===== config.mk =====
export PLATFORM = sky130hd
export DESIGN_NAME = spi_flash_target_flat
export DESIGN_NICKNAME = d
export VERILOG_FILES = /design/src/rtl/spi_flash_target_pkg.sv /design/src/rtl/spi_flash_target_if.sv /design/src/rtl/spi_pin_sync.sv /design/src/rtl/spi_flash_target.sv /design/src/flat_wrapper.sv
export SDC_FILE = /design/constraint.sdc
export NUM_CORES = 1
export LEC_CHECK = 0
export ABC_AREA = 1
export CORE_AREA = 2 2 84 86
export DETAILED_ROUTE_END_ITERATION = 16
export DIE_AREA = 0 0 86 88
export PLACE_DENSITY = 0.56
export SETUP_SLACK_MARGIN = 0.2
export SLEW_MARGIN = 20
export SYNTH_ARGS = -nofsm -noshare
export SYNTH_HDL_FRONTEND = slang
export SYNTH_SLANG_ARGS = --single-unit

===== constraint.sdc =====
create_clock -name core_clk -period 2.3 [get_ports core_clk]
set_clock_uncertainty 0.2 [all_clocks]
set_input_delay 0.23 -clock core_clk [delete_from_list [all_inputs] [get_ports core_clk]]
set_output_delay 0.23 -clock core_clk [all_outputs]
set_load 0.02 [all_outputs]

===== src/rtl/spi_flash_target_pkg.sv =====
// spi_flash_target_pkg: opcodes, address length and FSM state encoding shared by the SPI flash target.
package spi_flash_target_pkg;
  localparam logic [7:0] OP_READ = 8'h03;
  localparam logic [7:0] OP_PP = 8'h02;
  localparam logic [7:0] OP_RDID = 8'h9F;
  localparam int ADDR_BYTES = 3;
  typedef enum logic [2:0] {ST_IDLE, ST_CMD, ST_ADDR, ST_READ, ST_RDID, ST_WRITE, ST_IGNORE} state_e;
endpackage


===== src/rtl/spi_flash_target_if.sv =====
// spi_flash_target_if: SPI pins plus byte-memory port; slave is the flash target, master is the host/memory side.
interface spi_flash_target_if #(parameter int ADDR_W = 9);
  logic spi_csb, spi_sck, spi_sdi, spi_sdo, spi_sdoenb;
  logic [ADDR_W-1:0] mem_addr;
  logic mem_re, mem_we, busy;
  logic [7:0] mem_rdata, mem_wdata;
  modport slave (
    input spi_csb, spi_sck, spi_sdi, mem_rdata,
    output spi_sdo, spi_sdoenb, mem_addr, mem_re, mem_we, mem_wdata, busy
  );
  modport master (
    output spi_csb, spi_sck, spi_sdi, mem_rdata,
    input spi_sdo, spi_sdoenb, mem_addr, mem_re, mem_we, mem_wdata, busy
  );
endinterface


===== src/rtl/spi_pin_sync.sv =====
// spi_pin_sync: synchronizes csb/sck/sdi into core_clk and derives sck rise/fall and csb fall/rise pulses.
module spi_pin_sync #(
  parameter int SYNC_STAGES = 2
) (
  input  logic core_clk,
  input  logic core_rstn,
  input  logic csb_i,
  input  logic sck_i,
  input  logic sdi_i,
  output logic sdi_o,
  output logic sck_rise_o,
  output logic sck_fall_o,
  output logic csb_fall_o,
  output logic csb_rise_o
);
  logic [SYNC_STAGES-1:0] csb_q, sck_q, sdi_q;
  logic csb_p_q, sck_p_q;
  always_ff @(posedge core_clk) begin
    if (!core_rstn) begin
      csb_q <= '1;
      sck_q <= '0;
      sdi_q <= '0;
      csb_p_q <= 1'b1;
      sck_p_q <= 1'b0;
    end else begin
      csb_q <= {csb_q[SYNC_STAGES-2:0], csb_i};
      sck_q <= {sck_q[SYNC_STAGES-2:0], sck_i};
      sdi_q <= {sdi_q[SYNC_STAGES-2:0], sdi_i};
      csb_p_q <= csb_q[SYNC_STAGES-1];
      sck_p_q <= sck_q[SYNC_STAGES-1];
    end
  end
  assign sdi_o = sdi_q[SYNC_STAGES-1];
  assign sck_rise_o = sck_q[SYNC_STAGES-1] & ~sck_p_q;
  assign sck_fall_o = ~sck_q[SYNC_STAGES-1] & sck_p_q;
  assign csb_fall_o = ~csb_q[SYNC_STAGES-1] & csb_p_q;
  assign csb_rise_o = csb_q[SYNC_STAGES-1] & ~csb_p_q;
endmodule


===== src/rtl/spi_flash_target.sv =====
// spi_flash_target: SPI mode-0 flash target serving READ/RDID from a byte memory port.
// Page program (0x02) is compiled in with SPI_FLASH_TARGET_WRITE_EN.
module spi_flash_target
  import spi_flash_target_pkg::*;
#(
  parameter int ADDR_W = 9,
  parameter logic [23:0] JEDEC_ID = 24'hEF4016,
  parameter int SYNC_STAGES = 2
) (
  input logic core_clk,
  input logic core_rstn,
  spi_flash_target_if.slave bus
);
`ifdef SPI_FLASH_TARGET_WRITE_EN
  localparam bit WR_EN = 1'b1;
`else
  localparam bit WR_EN = 1'b0;
`endif
  localparam logic [2:0] S_IDLE = ST_IDLE;
  localparam logic [2:0] S_CMD = ST_CMD;
  localparam logic [2:0] S_ADDR = ST_ADDR;
  localparam logic [2:0] S_READ = ST_READ;
  localparam logic [2:0] S_RDID = ST_RDID;
  localparam logic [2:0] S_WRITE = ST_WRITE;
  localparam logic [2:0] S_IGNORE = ST_IGNORE;
  logic sdi_s, sck_rise, sck_fall, csb_fall, csb_rise;
  logic [2:0] state_q, state_d, cnt_q, cnt_d;
  logic [6:0] sh_q, sh_d;
  logic [7:0] tx_q, tx_d, wdata_q, wdata_d, rx, tx_cur;
  logic [1:0] bcnt_q, bcnt_d;
  logic [ADDR_W-1:0] addr_q, addr_d;
  logic wr_q, wr_d, re_q, re_d, ld_q, we_q, we_d, sdo_q, sdo_d, busy_q, busy_d, done;
  spi_pin_sync #(.SYNC_STAGES(SYNC_STAGES)) u_sync (
    .core_clk(core_clk),
    .core_rstn(core_rstn),
    .csb_i(bus.spi_csb),
    .sck_i(bus.spi_sck),
    .sdi_i(bus.spi_sdi),
    .sdi_o(sdi_s),
    .sck_rise_o(sck_rise),
    .sck_fall_o(sck_fall),
    .csb_fall_o(csb_fall),
    .csb_rise_o(csb_rise)
  );
  assign rx = {sh_q, sdi_s};
  assign done = sck_rise && cnt_q == 3'd7;
  // Read data lands a cycle after mem_re; use it directly so a fast fall still sees the new byte.
  assign tx_cur = ld_q ? bus.mem_rdata : tx_q;
  always_comb begin
    state_d = state_q;
    sh_d = sh_q;
    cnt_d = cnt_q;
    bcnt_d = bcnt_q;
    addr_d = addr_q;
    wr_d = wr_q;
    re_d = 1'b0;
    we_d = 1'b0;
    wdata_d = wdata_q;
    sdo_d = sdo_q;
    busy_d = busy_q;
    tx_d = tx_cur;
    if (sck_rise) begin
      sh_d = rx[6:0];
      cnt_d = cnt_q + 3'd1;
    end
    if (sck_fall && (state_q == S_READ || state_q == S_RDID)) begin
      sdo_d = tx_cur[7];
      tx_d = {tx_cur[6:0], 1'b0};
    end
    if (we_q) addr_d = addr_q + ADDR_W'(1);
    case (state_q)
      S_IDLE: if (csb_fall) begin
        state_d = S_CMD;
        cnt_d = '0;
        busy_d = 1'b1;
      end
      S_CMD: if (done) begin
        bcnt_d = '0;
        wr_d = rx == OP_PP;
        tx_d = JEDEC_ID[23:16];
        state_d = rx == OP_READ || (WR_EN && rx == OP_PP) ? S_ADDR : rx == OP_RDID ? S_RDID : S_IGNORE;
      end
      S_ADDR: if (done) begin
        addr_d = ADDR_W'({addr_q, rx});
        bcnt_d = bcnt_q + 2'd1;
        if (bcnt_q == 2'(ADDR_BYTES - 1)) begin
          state_d = wr_q ? S_WRITE : S_READ;
          re_d = !wr_q;
        end
      end
      S_READ: if (done) begin
        addr_d = addr_q + ADDR_W'(1);
        re_d = 1'b1;
      end
      S_RDID: if (done) begin
        bcnt_d = bcnt_q + {1'b0, bcnt_q != 2'd3};
        tx_d = bcnt_q == 2'd0 ? JEDEC_ID[15:8] : bcnt_q == 2'd1 ? JEDEC_ID[7:0] : 8'h00;
      end
      S_WRITE: if (done) begin
        we_d = 1'b1;
        wdata_d = rx;
      end
      default: ;
    endcase
    if (csb_rise) begin
      state_d = S_IDLE;
      sdo_d = 1'b0;
      busy_d = 1'b0;
      re_d = 1'b0;
      we_d = 1'b0;
    end
  end
  always_ff @(posedge core_clk) begin
    if (!core_rstn) begin
      state_q <= S_IDLE;
      sh_q <= '0;
      cnt_q <= '0;
      bcnt_q <= '0;
      addr_q <= '0;
      wr_q <= 1'b0;
      re_q <= 1'b0;
      ld_q <= 1'b0;
      we_q <= 1'b0;
      wdata_q <= '0;
      sdo_q <= 1'b0;
      busy_q <= 1'b0;
      tx_q <= '0;
    end else begin
      state_q <= state_d;
      sh_q <= sh_d;
      cnt_q <= cnt_d;
      bcnt_q <= bcnt_d;
      addr_q <= addr_d;
      wr_q <= wr_d;
      re_q <= re_d;
      ld_q <= re_q;
      we_q <= we_d;
      wdata_q <= wdata_d;
      sdo_q <= sdo_d;
      busy_q <= busy_d;
      tx_q <= tx_d;
    end
  end
  assign bus.spi_sdo = sdo_q;
  assign bus.spi_sdoenb = !(state_q == S_READ || state_q == S_RDID);
  assign bus.mem_addr = addr_q;
  assign bus.mem_re = re_q;
  assign bus.mem_we = WR_EN && we_q;
  assign bus.mem_wdata = WR_EN ? wdata_q : 8'h00;
  assign bus.busy = busy_q;
endmodule


===== src/flat_wrapper.sv =====
// flat-port wrapper written by rule: the top's interface ports become plain ports
module spi_flash_target_flat import spi_flash_target_pkg::*;
#(
  parameter int ADDR_W = 9,
  parameter logic [23:0] JEDEC_ID = 24'hEF4016,
  parameter int SYNC_STAGES = 2
)
  (core_clk, core_rstn, bus_spi_csb, bus_spi_sck, bus_spi_sdi, bus_mem_rdata, bus_spi_sdo, bus_spi_sdoenb, bus_mem_addr, bus_mem_re, bus_mem_we, bus_mem_wdata, bus_busy);
  spi_flash_target_if #(.ADDR_W(ADDR_W)) bus_i ();
  input logic core_clk;
  input logic core_rstn;
  input wire logic [$bits(bus_i.spi_csb)-1:0] bus_spi_csb;
  input wire logic [$bits(bus_i.spi_sck)-1:0] bus_spi_sck;
  input wire logic [$bits(bus_i.spi_sdi)-1:0] bus_spi_sdi;
  input wire logic [$bits(bus_i.mem_rdata)-1:0] bus_mem_rdata;
  output wire logic [$bits(bus_i.spi_sdo)-1:0] bus_spi_sdo;
  output wire logic [$bits(bus_i.spi_sdoenb)-1:0] bus_spi_sdoenb;
  output wire logic [$bits(bus_i.mem_addr)-1:0] bus_mem_addr;
  output wire logic [$bits(bus_i.mem_re)-1:0] bus_mem_re;
  output wire logic [$bits(bus_i.mem_we)-1:0] bus_mem_we;
  output wire logic [$bits(bus_i.mem_wdata)-1:0] bus_mem_wdata;
  output wire logic [$bits(bus_i.busy)-1:0] bus_busy;
  assign bus_i.spi_csb = bus_spi_csb;
  assign bus_i.spi_sck = bus_spi_sck;
  assign bus_i.spi_sdi = bus_spi_sdi;
  assign bus_i.mem_rdata = bus_mem_rdata;
  assign bus_spi_sdo = bus_i.spi_sdo;
  assign bus_spi_sdoenb = bus_i.spi_sdoenb;
  assign bus_mem_addr = bus_i.mem_addr;
  assign bus_mem_re = bus_i.mem_re;
  assign bus_mem_we = bus_i.mem_we;
  assign bus_mem_wdata = bus_i.mem_wdata;
  assign bus_busy = bus_i.busy;
  spi_flash_target #(.ADDR_W(ADDR_W), .JEDEC_ID(JEDEC_ID), .SYNC_STAGES(SYNC_STAGES)) u_core (.core_clk(core_clk), .core_rstn(core_rstn), .bus(bus_i));
endmodule

### After elaboration in Yosys (flattened, before gate mapping)

Index checks and enable logic that the tools add are counted.

| storage, ports and cells | value |
|---|---|
| flip-flop bits (word level) | 46 |
| output and inout bits | 22 |
| logic and storage cells | 93 |

| operators by class | value |
|---|---|
| add/subtract/negate cells | 4 |
| equality and inequality tests | 17 |
| mux-type cells | 30 |
| bitwise logic cells | 10 |
| reduce and logical (&&, ||, !) cells | 15 |

Operators by type and width:

| cell | count |
|---|---|
| $mux 8 | 5 |
| $mux 3 | 9 |
| $mux 9 | 3 |
| $pmux 9 s2 | 1 |
| $eq 8x2->1 const B | 2 |
| $pmux 8 s2 | 1 |
| $ne 2x1->1 const B | 5 |
| $add 9x1->9 const B | 1 |
| $eq 3x3->1 const B | 3 |
| $pmux 3 s3 | 1 |
| $eq 8x8->1 const B | 1 |
| $mux 2 | 4 |
| $eq 3x2->1 const B | 2 |
| $not 1->1 | 6 |
| $pmux 2 s3 | 1 |
| $reduce_bool 3->1 | 2 |
| $mux 5 | 1 |
| $reduce_and 5->1 | 1 |
| $and 1x1->1 | 4 |
| $reduce_and 2->1 | 2 |
| $reduce_and 4->1 | 1 |
| $add 3x1->3 const B | 1 |
| $eq 3x1->1 const B | 1 |
| $logic_not 3->1 | 1 |
| other kinds (13) | 17 |

### Longest topological paths before layout

Gate-level depths: netlist of the first run.

| logic depth | value |
|---|---|
| word-level depth | 6 |
| gate-level depth with buffers | 12 |

### Cells and area by module

Synthesis of the first run repeated with hierarchy kept, for this count alone.

| unflattened totals | value |
|---|---|
| cell total of the unflattened synthesis | 375 |
| area total of the unflattened synthesis | 2533.7 µm² |

By module, submodules not included:

| module | times used | cells an instance | area each (µm²) | seq. area each (µm²) |
|---|---|---|---|---|
| spi_flash_target | 1 | 343 | 2282.2 | 760.7 |
| spi_pin_sync | 1 | 32 | 251.5 | 160.2 |

### Worst setup path before layout of the first run

OpenSTA, ideal clock, no wires.

| path | value |
|---|---|
| kind | register to register |
| from | register u_core.addr_q[0], in the netlist u_core.bus.mem_addr[0] |
| to | register u_core.addr_q[8], in the netlist u_core.bus.mem_addr[8] |
| setup time | 110 ps |
| arrival time | 1478 ps |
| required time | 1990 ps |
| path slack | 512 ps |
| cell stages (with the launch flop) | 13 |
| period minus slack after synthesis | 1788 ps |
| cells stage by stage | dfxtp_1 -> ha_1 -> nand2_1 -> nor2_1 -> nand2_1 -> nand2_1 -> nand3_1 -> nand3_1 -> nand2_1 -> nand2_1 -> nand3_1 -> nand2_1 -> inv_1 |

| between the ends | value |
|---|---|
| cells in the longest elaborated chain, start to end | 4 |

Ends and longest elaborated chain:

| element | line | RTL |
|---|---|---|
| start, declared | spi_flash_target.sv:31 | `logic [ADDR_W-1:0] addr_q, addr_d;` |
| start signal, assigned | spi_flash_target.sv:133 | `addr_q <= addr_d;` |
| $add 9x1->9 | spi_flash_target.sv:70, spi_flash_target.sv:92 |  |
| $mux 9 | spi_flash_target.sv:70 | `if (we_q) addr_d = addr_q + ADDR_W'(1);` |
| $mux 9, on equally long branches | spi_flash_target.sv:91, spi_flash_target.sv:83 |  |
| $pmux 9 s2 (*) | spi_flash_target.sv:71 | `case (state_q)` |

Every way passes the cells marked *; elsewhere a longest branch is shown, timed or not.
A chain may end at the register's enable or synchronous reset.

### Worst setup path in the final report of the first run

| path | value |
|---|---|
| from | register u_core.state_q[1] |
| to | output bus_spi_sdoenb |

| between the ends | value |
|---|---|
| cells in the longest elaborated chain, start to end | 3 |

Ends and longest elaborated chain:

| element | line | RTL |
|---|---|---|
| start, declared | spi_flash_target.sv:27 | `logic [2:0] state_q, state_d, cnt_q, cnt_d;` |
| start signal, assigned | spi_flash_target.sv:129 | `state_q <= state_d;` |
| $eq 3x2->1 / $eq 3x3->1 (equally long branches) | spi_flash_target.sv:145 | `assign bus.spi_sdoenb = !(state_q == S_READ \|\| state_q == S_RDID);` |
| $logic_or 1x1->1 (*) | spi_flash_target.sv:145 |  |
| $logic_not 1->1 (*) | spi_flash_target.sv:145 |  |
| end, declared | flat_wrapper.sv:17 | `output wire logic [$bits(bus_i.spi_sdoenb)-1:0] bus_spi_sdoenb;` |

Marked as above.

==> metrics.txt, run 1 <==
number of global-route vias before repair 2115; vias 2378; top-area cell type share of the netlist area 0.352; Synth Instances 366; gpl congestion 0.841; Clock Pin Slew Worst Setup and Hold Paths 0.08 ns; DPL Wire Length 4600 um; status finished, final reports clean; final worst-path setup slack 0.353 ns; Slew Viols, Final 0; asr flop ratio synth 0; Num CTS Buffers 5; Area after DPL 2920 um^2; IO Pins 35; Yosys top cell by area dfxtp_1; DRT Pass-1 Iters 4; P&R area growth vs syn 16.9%; Synth Flop Type dfxtp_1; max incr delay on CP 0.45 ns; top cells by area, synth dfxtp_1, nand2_1, nand3_1, a21oi_1, inv_1; initial antenna violation count 0; DR vias/cell 4.97; fin area 3060 um^2; Rows 30; global-route wire length before repair 10000 um; maximum capacitance violations 0; Final setup viols 0; Power Dens Cells 606 nW/um^2; die area 7570 um^2; delay-heaviest family, CP buffers and inverters; sequential-to-total area share from yosys stat 0.352; IR drop worst, VDD 0.000289 V; chip height 88 um; WP data arrival 1.52 ns; WS Path Type reg2out; Hold Path Class reg2reg; crit end category primary output; Final nets 415; worst skew pair latency 0.31 ns; YS warnings 0; Worst Path Required 1.87 ns; FF-to-FF setup slack 0.41 ns; CTS root buf clkbuf_8; I/O Buffers 25; fillers 678; crit path max fanout 5; core area 6640 um^2; htree depth 2; # diodes 0; largest net degree at the start of global routing 16; drt drc 0; f_max 0.514 GHz; syn avg cell area 7.14 um^2; #FFs+latches synth 46; worst path bufs/invs 3; Post-synth EDFFs 0; gr usage total 0.169; period utilization 0.846; die width 86 um; layout cells sized above 1 0.118; 1st-iter DRT viols 115; clock sink total 46; startpoint types register; Initial Utilization 0.394; grt ovf 0; fin crit period 1.95 ns; P_leak 0.00130 uW; TNS Setup 0 ns; synthesized area 2620 um^2; RSZ-0062 raised after global routing false; final hold viol count 0; post-synth cell types 41; wire per inst 12.5 um; Cell Chain, Critical Path inv_1 -> nand3_2 -> inv_2 -> nor2_1 -> dlygate4sd2_1; Final ANT Viol Nets 0; headroom to the max-slew limit 0.569; pre-CTS setup slack 0.312 ns; Clock Path Buffers 2; Least-Margin Pin Slew 0.639 ns; Slowest cell on crit path dfxtp_1; clock tree from TritonCTS built; total wire length 6000 um
==> through the flow <==
step / util / hold slack (ns) / power (uW) / instances
finish: 0.460 / 0.218 / 1850 / 478
global route: 0.460 / 0.232 / 1950 / 478
CTS: 0.457 / 0.221 / 1870 / 475
detailed placement: 0.440 / 0.199 / 1250 / 468
global placement: 0.440 / 0.192 / 1260 / 468
floorplan: - / 0.128 / 1200 / 374
==> power breakdown <==
part / internal [uW] / switching [uW] / total [uW]
Sequential: 825 / 25.1 / 850
Combinational: 126 / 259 / 384
Clock: 348 / 269 / 617
==> Yosys cell counts, drive strengths merged, types with 3 or more instances <==
library cell  number
a21oi             31
buf               13
clkbuf             5
dfxtp             46
ha                 4
inv               46
mux2i              8
nand2             86
nand3             34
nand4              4
nor2              33
nor3               7
o21ai             30
or2                3
==> final cells by class <==
| type | instances | area, um^2 | share of cell area |
|---|---|---|---|
| clock buffer | 6 | 82.6 | 0.0270 |
| timing repair buffer | 35 | 324 | 0.106 |
| clock inverter | 1 | 30.0 | 0.00982 |
| tap | 80 | 100 | 0.0327 |
| inverter | 46 | 180 | 0.0589 |
| multi-input combinational | 264 | 1420 | 0.464 |
| sequential | 46 | 922 | 0.302 |
==> layout by cell type (no fill, tap or decap), types with 2 or more instances in the layout <==
cell,n
nand3_1,32
inv_1,38
nand2_4,3
inv_4,3
buf_4,10
inv_2,5
clkdlybuf4s50_1,24
conb_1,9
nor3_1,7
nand3_2,2
nor2_4,2
dfxtp_1,45
or2_2,3
a31oi_1,2
o21ai_0,25
nor2_1,27
ha_1,4
a21oi_1,30
mux2i_1,8
nand4_1,4
o21ai_2,4
o211ai_1,2
nor2_8,3
nand2_1,83
xor2_1,2
clkbuf_8,6
==> final timing paths <==
kind,start,endpoint,cells after the start
worst min register to register,u_core.u_sync.sdi_q[0],u_core.u_sync.sdi_q[1],2
worst min-delay path,u_core.u_sync.sdi_q[0],u_core.u_sync.sdi_q[1],2
worst max register to register,u_core.cnt_q[0],u_core.bus.mem_addr[3],12
worst max-delay path,u_core.state_q[1],bus_spi_sdoenb,5
==> worst min-delay path: cells and delay by family (launching register included) <==
kind / cells / cell delay [ns]
buffers and inverters: 1 / 0.04
and+or+nand+nor: 1 / 0.04
DFF: 1 / 0.31
==> timing repair <==
| action | 4_1_cts | 5_1_grt |
|---|---|---|
| pin swaps | 0 | 1 |
| hold buffers | 0 | 0 |
| endpoints found under the setup margin | 1 | 11 |
| resized for setup | 2 | 0 |
| endpoints found under the hold margin | 0 | 0 |
| gates cloned | 0 | 0 |
| setup buffers | 0 | 3 |
==> logic make-up after synthesis <==
group	share of synthesized area
buf+inv	0.117
simple gates	0.313
flops	0.352
compound gates	0.156
xor+xnor	0.0100
mux	0.0306
other cells	0.00143
fa+ha+maj	0.0191
==> sequential cells by signal, indices dropped and copies added, names as in the netlist, 2 cells and up <==
register / flops
u_core.bus.mem_addr: 9
u_core.tx_q: 8
u_core.sh_q: 7
u_core.cnt_q: 3
u_core.state_q: 3
u_core.bcnt_q: 2
u_core.u_sync.csb_q: 2
u_core.u_sync.sck_q: 2
u_core.u_sync.sdi_q: 2
==> metal layers <==
layer,GRT usage,routed length (um)
met1,0.220,2920
met3,0.0358,198
met4,0.0563,88
met2,0.278,2790
met5,0,0
Power figures use the tool's default switching activity.
==> inputs of run 2 (changes only) <==
clock period = 1.95 ns   (was 2.3 ns; I/O delays follow)
==> run 2 against run 1 <==
Against the previous run:
- cell area is 7.3% higher
- cell count is 3.1% higher
- clock-buffer cell count is 2 higher
- critical path depth is 4 higher
- hold slack worse by 0.0020 ns
- combinational power is 39% higher
- critical endpoint is now u_core.bus.mem_addr[0]
- largest cell class unchanged
- highest routed layer is now met5
==> metrics.txt, run 2 (synthesized netlist as in run 1, its figures left out) <==
Worst path most repeated cell ha_4; Num CTS Buffers 5 (unchanged); Least-Margin Pin Slew 0.704 ns (+0.0649 ns); P&R area growth vs syn 25.4%; TNS Setup 0 ns (unchanged); crit end category register; drt drc 0 (unchanged); Clock Pin Slew Worst Setup and Hold Paths 0.09 ns (about the same); Slowest cell on crit path dfxtp_2; layout cells sized above 1 0.201 (+0.0829); maximum capacitance violations 0 (unchanged); total wire length 6350 um (+5.9%); final worst-path setup slack 0.251 ns (-0.103 ns); chip height 88 um (unchanged); final hold viol count 0 (unchanged); Final nets 429 (+3.4%); worst reg-to-reg path cell count 9 (-3); headroom to the max-slew limit 0.526 (-0.0437); Slew Viols, Final 0 (unchanged); IO Pins 35 (unchanged); most frequent cells in the layout nand2_1, dfxtp_1, inv_1; status finished, final reports clean; I/O Buffers 25 (unchanged); WP data arrival 1.70 ns (+0.18 ns); crit path max fanout 7 (+2); worst path bufs/invs 4 (+1); Cell Chain, Critical Path ha_4 -> ha_4 -> inv_2 -> nor2_8 -> inv_8 -> nor2_4 -> inv_4 -> buf_4 -> a221oi_1; worst skew pair latency 0.30 ns (about the same); f_max 0.588 GHz; DRT Pass-1 Iters 4 (unchanged); clock tree from TritonCTS built; gpl congestion 0.835 (-0.71%); grt ovf 0 (unchanged); commonest non-fill, non-tap cell in the layout nand2_1; RSZ-0062 raised after global routing true; wire per inst 12.9 um (+2.7%); hold path cells 2 (unchanged); vias 2438 (+2.5%); die width 86 um (unchanged); WS Path Type reg2reg; pre-CTS setup slack 0.119 ns (-0.194 ns); Power Dens Cells 673 nW/um^2 (+11%); Hold Buf Count CTS 0 (unchanged); DR vias/cell 4.95 (-0.60%); Clock Path Buffers 2 (unchanged); Final setup viols 0 (unchanged); fin crit period 1.70 ns; delay-heaviest family, CP flip-flops; P_leak 0.00146 uW (+12%); multi-input logic area 1510 um^2 (+6.4%); DPL Wire Length 4610 um (+0.25%); DP Cell Count 475 (+1.5%); Final ANT Viol Nets 0 (unchanged); Layout Cells excl Fill 493 (+3.1%); number of global-route vias before repair 2217 (+4.8%); max reg flops 9 (unchanged); largest net degree at the start of global routing 23 (+7); 1st-iter DRT viols 98 (-15%); register area 930 um^2 (+0.81%); CTS root buf clkbuf_8; startpoint types register; global-route wire length before repair 10600 um (+6.1%); IR drop worst, VDD 0.000397 V (+37%); Initial Utilization 0.394 (unchanged); Fin Hold WS 0.216 ns (-0.00197 ns); core area 6640 um^2 (unchanged); Hold Path Class reg2reg; gr usage total 0.178 (+0.00868); initial antenna violation count 1 (+1); htree depth 2 (unchanged); die area 7570 um^2 (unchanged); # diodes 0 (unchanged); CP Depth 9 (+4); clock sink total 46 (unchanged); fillers 690 (+1.8%); period utilization 0.872; Worst Path Required 1.95 ns (+0.08 ns); max incr delay on CP 0.37 ns (-0.08 ns); total power draw 2210 uW (+19%); Rows 30 (unchanged)
run 2: cell type report:
class,instances,share of cell area
Clock buffer,8,0.0336
Inverter,46,0.0588
Multi-Input combinational cell,264,0.460
Sequential cell,46,0.283
Tap cell,80,0.0305
Timing Repair Buffer,49,0.134
run 2: path summary, 6_finish.rpt:
kind                                              from                      to  slack [ns]
worst max-delay path                   u_core.cnt_q[1]  u_core.bus.mem_addr[0]        0.25
worst min-delay path            u_core.u_sync.sck_q[0]  u_core.u_sync.sck_q[1]        0.22
worst max register to register         u_core.cnt_q[1]  u_core.bus.mem_addr[0]        0.25
worst min register to register  u_core.u_sync.sck_q[0]  u_core.u_sync.sck_q[1]        0.22
run 2: report_power, final:
part	internal (uW)	leakage (uW)	switching (uW)	total [uW]
combinational	191	0.00103	342	533
sequential	972	0.000376	22.4	995
clock	358	0.0000575	322	680
total	1520	0.00146	686	2210
run 2: per-stage QoR:
step	util	instance area, um^2
final	0.494	3280
after global routing	0.494	3280
after CTS	0.474	3150
after detailed placement	0.448	2980
after global placement	0.448	2980
after floorplan	-	2650
run 2: worst min-delay path, stage by stage (launching register included):
cell     delay (ns)
dfxtp_1        0.31
nand2_1        0.04
inv_1          0.04
run 2: metal layers:
metal | global-route usage | part of all wire
met1 | 0.240 | 0.46
met2 | 0.292 | 0.49
met3 | 0.0358 | 0.046
met5 | 0 | 0.0011
met4 | 0.0433 | 0.0072
run 2: what timing repair did:
action / 4_1_cts / 5_1_grt
gates resized for setup: 18 / 32
pin swaps: 5 / 7
setup endpoints to repair: 22 / 27
cloned: 0 / 0
setup buffers: 3 / 7
==> inputs of run 3 (changes only) <==
MAX_ROUTING_LAYER = met4   (was not set)
==> run 3 against run 2 <==
Against the previous run:
- die area did not move
- clock-buffer cell count did not move
- register-to-register slack barely moved
- highest routed layer is now met4
- sequential power barely moved
- fmax rose by 0.28%
- worst setup slack improved by 0.0047 ns
- non-clock buffer count did not move
- via count fell by 0.49%
- hold slack barely moved
- critical path depth rose by 3
- first-iteration DRC count rose by 24%
- flip-flop and latch count did not move
- largest cell class unchanged
==> metrics.txt, run 3 (synthesized netlist as in run 1, its figures left out) <==
status finished, final reports clean; number of global-route vias before repair 2217 (unchanged); gr usage total 0.183 (+0.00577); fillers 690 (unchanged); # diodes 0 (unchanged); final hold viol count 0 (unchanged); Num CTS Buffers 5 (unchanged); max reg flops 9 (unchanged); Clock Path Buffers 2 (unchanged); die area 7570 um^2 (unchanged); Setup crit start u_core.cnt_q[1]; Initial Utilization 0.394 (unchanged); Final setup viols 0 (unchanged); clock tree from TritonCTS built; Fin Hold WS 0.216 ns (+0.000128 ns); IO Pins 35 (unchanged); total power draw 2210 uW (+0.22%); total wire length 6370 um (+0.20%); hold_sp u_core.u_sync.sck_q[0]; clock sink total 46 (unchanged); core area 6640 um^2 (unchanged); DPL Wire Length 4610 um (unchanged); global-route wire length before repair 10600 um (about the same); pre-CTS setup slack 0.119 ns (unchanged); period utilization 0.869 (-0.00242); max incr delay on CP 0.37 ns (about the same); Final ANT Viol Nets 0 (unchanged); crit path max fanout 7 (unchanged); Hold Path Class reg2reg; Least-Margin Pin Slew 0.713 ns (+0.00929 ns); fin crit period 1.69 ns (-0.00473 ns); vias 2426 (-0.49%); RSZ-0062 raised after global routing true; Power Dens Cells 675 nW/um^2 (+0.22%); layout cells sized above 1 0.201 (unchanged); initial antenna violation count 0 (-1); die width 86 um (unchanged); IR drop worst, VDD 0.000397 V (about the same); wire per inst 12.9 um (+0.20%); P_leak 0.00146 uW (unchanged); Slowest cell on crit path dfxtp_2; crit end category register; I/O Buffers 25 (unchanged); WP data arrival 1.74 ns (+0.04 ns); delay-heaviest family, CP simple AND/OR/NAND/NOR gates; drt drc 0 (unchanged); commonest non-fill, non-tap cell in the layout nand2_1; grt ovf 0 (unchanged); P&R area growth vs syn 25.4% (unchanged); WS Path Type reg2reg; Clock Pin Slew Worst Setup and Hold Paths 0.09 ns (about the same); final worst-path setup slack 0.255 ns (+0.00473 ns); Int Power 1520 uW (about the same); Sequential Power Share 0.450 (about the same); Reg-to-Reg Start u_core.cnt_q[1]; gpl congestion 0.847 (+1.5%); Final nets 429 (unchanged); Cell Chain, Critical Path ha_4 -> ha_4 -> inv_2 -> nor2_8 -> inv_8 -> nor2_4 -> inv_4 -> nor2_8 -> inv_4 -> o21ai_2 -> nor2_1 -> a21oi_1; sw frac 0.312 (+0.00147); Slew Viols, Final 0 (unchanged); f_max 0.590 GHz (+0.28%); startpoint types register; 1st-iter DRT viols 122 (+24%); maximum capacitance violations 0 (unchanged); worst path bufs/invs 4 (unchanged); headroom to the max-slew limit 0.520 (-0.00626); most frequent cells in the layout nand2_1, dfxtp_1, inv_1; Comb pwr share 0.242 (about the same); htree depth 2 (unchanged); DRT Pass-1 Iters 4 (unchanged); chip height 88 um (unchanged); Rows 30 (unchanged); worst skew pair latency 0.30 ns (about the same); Worst Path Required 1.99 ns (+0.04 ns); clock share of power 0.309 (about the same); CTS root buf clkbuf_8; TNS Setup 0 ns (unchanged); Hold Buf Count CTS 0 (unchanged); Switch Pwr 691 uW (+0.69%); DR vias/cell 4.92 (-0.49%); largest net degree at the start of global routing 23 (unchanged)
run 3: timing repair:
action                     CTS  global route
pin swaps                    5             7
setup buffers                3             7
setup endpoints to repair   22            27
resized for setup           18            32
run 3: per-layer routing:
layer	share of wire	GRT usage
met2	0.49	0.292
met3	0.035	0.0339
met1	0.47	0.242
met5	0	-
met4	0.0072	0.0433
run 3: per-stage QoR:
stage | instance area (um^2) | utilization | cells
detailed placement | 2980 | 0.448 | 475
finish | 3280 | 0.494 | 493
global placement | 2980 | 0.448 | 475
floorplan | 2650 | - | 374
CTS | 3150 | 0.474 | 486
global route | 3280 | 0.494 | 493
run 3: layout make-up:
cell class                      instances  area (um^2)  share of cell area
Tap cell                               80          100              0.0305
Sequential cell                        46          930               0.283
Multi-Input combinational cell        264         1510               0.460
Timing Repair Buffer                   49          439               0.134
Clock buffer                            8          110              0.0336
Inverter                               46          193              0.0588
run 3: worst register-to-register path: stages, from the launching register on:
cell and delay, ns:
dfxtp_2 0.37, ha_4 0.15, ha_4 0.12, inv_2 0.05, nor2_8 0.11, inv_8 0.06
nor2_4 0.10, inv_4 0.06, nor2_8 0.13, inv_4 0.05, o21ai_2 0.10, nor2_1 0.05
a21oi_1 0.10
run 3: worst paths after layout:
path,end,slack (ns),cells past startpoint
max,u_core.bus.mem_addr[4],0.26,12
min,u_core.u_sync.sck_q[1],0.22,2
max reg2reg,u_core.bus.mem_addr[4],0.26,12
min reg2reg,u_core.u_sync.sck_q[1],0.22,2
run 3: power by group through the flow:
| stage | combinational, uW | clock [uW] | sequential, uW |
|---|---|---|---|
| after CTS | 500 | 709 | 995 |
| after detailed placement | 490 | 0 | 1020 |
| after global routing | 585 | 757 | 1000 |
| after floorplan | 393 | 0 | 1020 |
| final | 535 | 683 | 995 |
| after global placement | 493 | 0 | 1010 |
